File: src/rtl/output_flow_control.sv
// Credit-based transmit flow controller for one router output port.
// Optional sticky overflow flag on credit_err is enabled by defining OFC_ERR_EN.
module output_flow_control #(
    parameter int unsigned DATA_WIDTH = 16,
    parameter int unsigned CREDITS    = 4,
    parameter int unsigned CNT_W      = 4
) (
    input  logic                  clk,
    input  logic                  rst_n,
    input  logic                  in_valid,
    input  logic [DATA_WIDTH-1:0] in_data,
    output logic                  in_ready,
    output logic                  out_val,
    output logic [DATA_WIDTH-1:0] out_data,
    input  logic                  ret,
    output logic [CNT_W-1:0]      credit_cnt,
    output logic                  credit_err
);

    localparam logic [CNT_W-1:0] MaxCnt = CNT_W'(CREDITS);

    logic [CNT_W-1:0]      cnt_q, cnt_d;
    logic                  val_q;
    logic [DATA_WIDTH-1:0] data_q;
    logic                  send;
    logic                  at_max;

    // Ready is a pure decode of the count flops, independent of ret this cycle.
    assign in_ready = (cnt_q != '0);
    assign send     = in_valid & in_ready;
    assign at_max   = (cnt_q == MaxCnt);

    always_comb begin
        cnt_d = cnt_q;
        case ({send, ret})
            2'b10:   cnt_d = cnt_q - 1'b1;
            2'b01:   if (!at_max) cnt_d = cnt_q + 1'b1;
            default: cnt_d = cnt_q;
        endcase
    end

    always_ff @(posedge clk or negedge rst_n) begin
        if (!rst_n) begin
            cnt_q  <= MaxCnt;
            val_q  <= 1'b0;
            data_q <= '0;
        end else begin
            cnt_q <= cnt_d;
            val_q <= send;
            if (send) begin
                data_q <= in_data;
            end
        end
    end

    assign credit_cnt = cnt_q;
    assign out_val    = val_q;
    assign out_data   = data_q;

`ifdef OFC_ERR_EN
    logic err_q;

    // A return with no send while already full means the receiver over-returned.
    always_ff @(posedge clk or negedge rst_n) begin
        if (!rst_n) begin
            err_q <= 1'b0;
        end else if (ret && !send && at_max) begin
            err_q <= 1'b1;
        end
    end

    assign credit_err = err_q;
`else
    assign credit_err = 1'b0;
`endif

endmodule

File: config.mk
export PLATFORM = sky130hd
export DESIGN_NAME = output_flow_control
export DESIGN_NICKNAME = d
export VERILOG_FILES = /design/src/rtl/output_flow_control.sv
export SDC_FILE = /design/constraint.sdc
export NUM_CORES = 1
export LEC_CHECK = 0
export ABC_AREA = 1
export BUFFER_PORTS_ARGS = -buffer_cell sky130_fd_sc_hd__buf_2
export CORE_UTILIZATION = 40
export DETAILED_ROUTE_END_ITERATION = 10
export PLACE_DENSITY = 0.8
export SYNTH_ARGS = -nofsm -noshare
export SYNTH_HDL_FRONTEND = slang
export SYNTH_SLANG_ARGS = --single-unit
File: constraint.sdc
create_clock -name clk -period 1.95 [get_ports clk]
set_input_delay 0.195 -clock clk [delete_from_list [all_inputs] [get_ports clk]]
set_output_delay 0.195 -clock clk [all_outputs]
set_load 0.03 [all_outputs]
* After elaboration in Yosys (flattened, before gate mapping) *
Cells that the tools add are included.

operators by class
  add/sub/neg operators = 2
  equality and inequality tests = 4
  multiplexer cells = 2
  bitwise operators = 1
  reductions and logical operators = 3

operators by type and width
  operator             number
  $pmux 4 s2           1
  $add 4x1->4 const B  1
  $eq 4x3->1 const B   1
  $mux 4               1
  $reduce_bool 4->1    1
  $sub 4x1->4 const B  1
  $eq 2x1->1 const B   1
  $eq 2x2->1 const B   1
  $ne 2x2->1 const B   1
  $reduce_and 2->1     1
  $reduce_bool 2->1    1
  $and 1x1->1          1

word-level totals
  register bits after elaboration = 21
  bits of input ports = 20
  output and inout port bits = 23
  word-level logic and storage cells = 15

* Depth between registers and ports, before layout *
  word-level depth = 5
  gate-level depth with buffers = 14
  depth with buffers taken out = 12

* Least setup slack after synthesis *
Ideal clock, no wire load.

  path type = register to register
  start = register cnt_q[0] (netlist: credit_cnt[0])
  end = register cnt_q[3] (netlist: credit_cnt[3])
  library setup time = 113 ps
  arrival time = 2139 ps
  data required time = 1837 ps
  path slack = -302 ps
  cell stages (with the launch flop) = 15
  clock period less this slack = 2252 ps
  cells stage by stage = dfrtp_1 nor2_2 nand2_2 nand2_4 buf_12 buf_6 nand2_1 ha_1 nand3_1 nand3_1 inv_1 o21ai_2 nand3_1 nand2_1 inv_1

on the way
  longest elaborated chain between the ends = 5
  elaborated cells between the ends (all ways) = 12
  those cells by class = add/sub: 2; eq/ne: 4; mux: 2; bitwise: 1; reduce/logical: 3

ends and longest elaborated chain
  element                                                           line  source
  start, declared                                                   22    logic [CNT_W-1:0] cnt_q, cnt_d;
  start signal, assigned                                            44    cnt_q <= MaxCnt;
  start signal, assigned                                            48    cnt_q <= cnt_d;
  $reduce_bool 4->1 *                                               29    assign in_ready = (cnt_q != '0);
  net in_ready                                                      12    output logic in_ready,
  $and 1x1->1 *                                                     30    assign send = in_valid & in_ready;
  $eq 2x1->1 or $eq 2x2->1 (tied branches)                          35    case ({send, ret})
  $ne 2x2->1 (no source line) or $reduce_bool 2->1 (tied branches)  n/a
  $reduce_and 2->1 (no source line)                                 n/a

The timed path passes the listed nets; every way through them passes the cells marked *. The select of a mux whose other input is x is not followed.
A chain may end at the register's enable or synchronous reset.

* Final worst setup path *
  start = register cnt_q[1] (netlist: credit_cnt[1])
  end = register cnt_q[3] (netlist: credit_cnt[3])

on the way
  longest elaborated chain between the ends = 5
  elaborated cells between the ends (all ways) = 12
  those cells by class = add/sub: 2; eq/ne: 4; mux: 2; bitwise: 1; reduce/logical: 3

ends and longest elaborated chain
  element
  branches (longest 5 deep; another with $add 4x1->4)

Several ways; the timed one is not identified. The select of a mux whose other input is x is not followed.

==> flow_metrics.tcl <==
set metrics [dict create \
    status "finished clean" \
    via_count 832 \
    grt_overflow 0 \
    fmax_mhz 610 \
    dr.pass1.iters 4 \
    core_area_um2 2250 \
    arrival_ns 1.86 \
    dp.cells 179 \
    avgRoutedWirePerCell_um 10.6 \
    hpwl_um 1480 \
    vias_per_cell 4.52 \
    routed_wl_um 1940 \
    slew_violations 0 \
    synth.area.top_cells "dfrtp_1 51%, nand2_1 24%, dfstp_2 2.7%" \
    htreeDepth 1 \
    switching_share_pct 49.2 \
    cpMostUsedCell "nand2_4" \
    synth-warning-count 0 \
    initial_utilization_pct 43.5 \
    synth.top_cell.area_share_pct 51.1 \
    drc 0 \
    cp.required_ns 2.17 \
    cp-end-kind "flop" \
    hold_class "input pin to flop" \
    clock_latency_ns 0.31 \
    die_w_um 51.5 \
    port_buffers 41 \
    grt_max_degree 23 \
    antenna_found_initial 0 \
    p_int_uw 1010 \
    rows 17 \
    finish.utilization_pct 56.1 \
    fin_cells 184 \
    yosysMostFrequentCell "nand2_1" \
    nets 180 \
    power_frac_comb_pct 52.3 \
    io_pins 43 \
    syn_avg_cell_area_um2 8.67 \
    power.net_switching_uw 980 \
    worst-path-buf-inv 2 \
    path_delay_family "simple AND/OR/NAND/NOR gates" \
    grt.total_usage_pct 16.9 \
    drv_cap 0 \
    die-area_um2 2650 \
    place.gp.congestion 0.782 \
    grt_pass1_vias 823 \
    ant_nets 0 \
    cts_buffers 3 \
    drt_iter0_drc 7 \
    syn2layout_area_growth_pct 29.1 \
    insertedDiodeCount 0 \
    clkPwrFrac_pct 10.5 \
    synthTopCellsByCount "62 x nand2_1, 20 x dfrtp_1, 5 x inv_1, 5 x nand3_1" \
    hold_viol_final 0 \
    cts_root_buf "clkbuf_4" \
    critPathMaxStageDelay_ns 0.47 \
    cp-start-kind "flop" \
    ys_seq_area_share_pct 53.8 \
    synth_edf_count 0 \
    setup_violations 0 \
    period_minus_slack_ns 1.64 \
    ir_drop_v 0.000724 \
    yosysTopAreaCell "dfrtp_1" \
    path_class "flop to flop" \
    sequentialPowerShare_pct 37.2 \
    cts_tree "done" \
    syn_inst 113 \
    clock_sinks 21 \
    critPathSlowestCell "dfrtp_2" \
    rsz0062_at_grt "no" \
    clockBufferDepth 2 \
    cp_max_fo 5 \
    clkSlewWorstSetupHoldPaths_ns 0.12 \
    fin_setup_tns_ns 0 \
    synthFlopType "dfrtp_1" \
    p_leak_uw 0.000732 \
    syn_nets 136 \
    cts_setup_buffers 0 \
    synthArstFlopShare_pct 100 \
    ys_ff_latch 21 \
    die_h_um 51.5 \
    drive_above_1_share_pct 40.4 \
    grt_pass1_wl_um 3310 \
    fin_skew_ns 0.0160 \
    synthesis.area_um2 980 \
    power_density_nw_per_um2 1580 \
    worstPathCellList "nor2_4 -> nand2_4 -> nand2_4 -> nand2_4 -> ha_4 -> nand3_1 -> nand3_2 -> inv_2 -> o21ai_2 -> nand3_1 -> nand2_1 -> inv_1" \
    finalCritPeriodShare_pct 84.0 \
    yosysUniqueCellTypes 20 \
]
cell families after synthesis:
| kind of cell | count (synthesis) | share of synthesized area [%] |
|---|---|---|
| and+or+nand+nor | 74 | 31.2 |
| xor gates and xnor gates | 1 | 0.894 |
| adders and majority gates | 3 | 4.60 |
| DFF | 21 | 53.8 |
| buffers and inverters | 11 | 7.41 |
| other | 1 | 0.383 |
| AOI/OAI and AO/OA | 2 | 1.79 |
worst register-to-register path, delay by kind of cell, from the launching register on:
kind                     cells  cell delay (ns)
AND/OR/NAND/NOR              8             0.70
flip-flops                   1             0.47
adder cells (fa/ha/maj)      1             0.28
buffers and inverters        2             0.08
AO/OA/AOI/OAI                1             0.04
flip-flops by register name, indices dropped and copies added, names as in the netlist:
name and cells:
out_data 16, credit_cnt 4, out_val 1
cell usage in the layout, fill, tap and decap left out, drive strengths merged:
master / instances
nand4: 1
conb: 1
inv: 7
dlygate4sd3: 1
o21ai: 2
nand3: 6
xor2: 1
dfstp: 1
clkinv: 1
nor2: 3
nand2: 64
fa: 1
ha: 2
buf: 42
dfrtp: 20
clkbuf: 3
worst paths after layout:
kind / start / to / cells past startpoint / slack, ns
hold / removal: in_data[5] / out_data[5]$_DFFE_PN0P_ / 3 / 0.07
hold reg to reg: out_data[5]$_DFFE_PN0P_ / out_data[5]$_DFFE_PN0P_ / 2 / 0.49
setup reg to reg: credit_cnt[1]$_DFFE_PN0P_ / credit_cnt[3]$_DFFE_PN0P_ / 12 / 0.31
min in group asynchronous: rst_n / out_data[4]$_DFFE_PN0P_ / 2 / 0.35
setup / recovery: credit_cnt[1]$_DFFE_PN0P_ / credit_cnt[3]$_DFFE_PN0P_ / 12 / 0.31
max in group asynchronous: rst_n / credit_cnt[2]$_DFFE_PN1P_ / 2 / 1.24
routing by layer:
layer  track usage (%)  share of wire, %
met5                 0                 0
met4              7.21               1.2
met3              4.09               6.0
met2              29.4                47
met1              19.7                46
final cells by class:
cell class / instances / area (um2)
clock inverters: 1 / 5.00
inverters: 7 / 26.3
clock buffers: 3 / 22.5
well taps: 28 / 35.0
fillers: 240 / 990
repair buffers: 43 / 223
flip-flops and latches: 21 / 531
multi-input cells: 81 / 423
power by group through the flow:
stage          Sequential, uW  Combinational (uW)  Clock, uW
6_report                  743                1040        209
5_1_grt                   769                1140        237
4_1_cts                   748                1050        215
3_5_place_dp              754                1050          0
3_3_place_gp              745                1020          0
2_1_floorplan            1050                 489          0
stage by stage:
step                      power [uW]  hold slack [ns]  setup slack [ns]  instance area [um2]
after floorplan                 1540           -0.101           -0.0486                 1030
after global placement          1760            0.164             0.370                 1230
after detailed placement        1800            0.172             0.289                 1230
after CTS                       2020           0.0588             0.292                 1260
after global routing            2150           0.0496             0.190                 1260
final                           1990           0.0652             0.312                 1260
what timing repair did:
action / in CTS / in global routing
gates resized for setup: 0 / 0
hold endpoints to repair: 20 / 0
hold buffers: 1 / 0
Power figures use the tool's default switching activity.
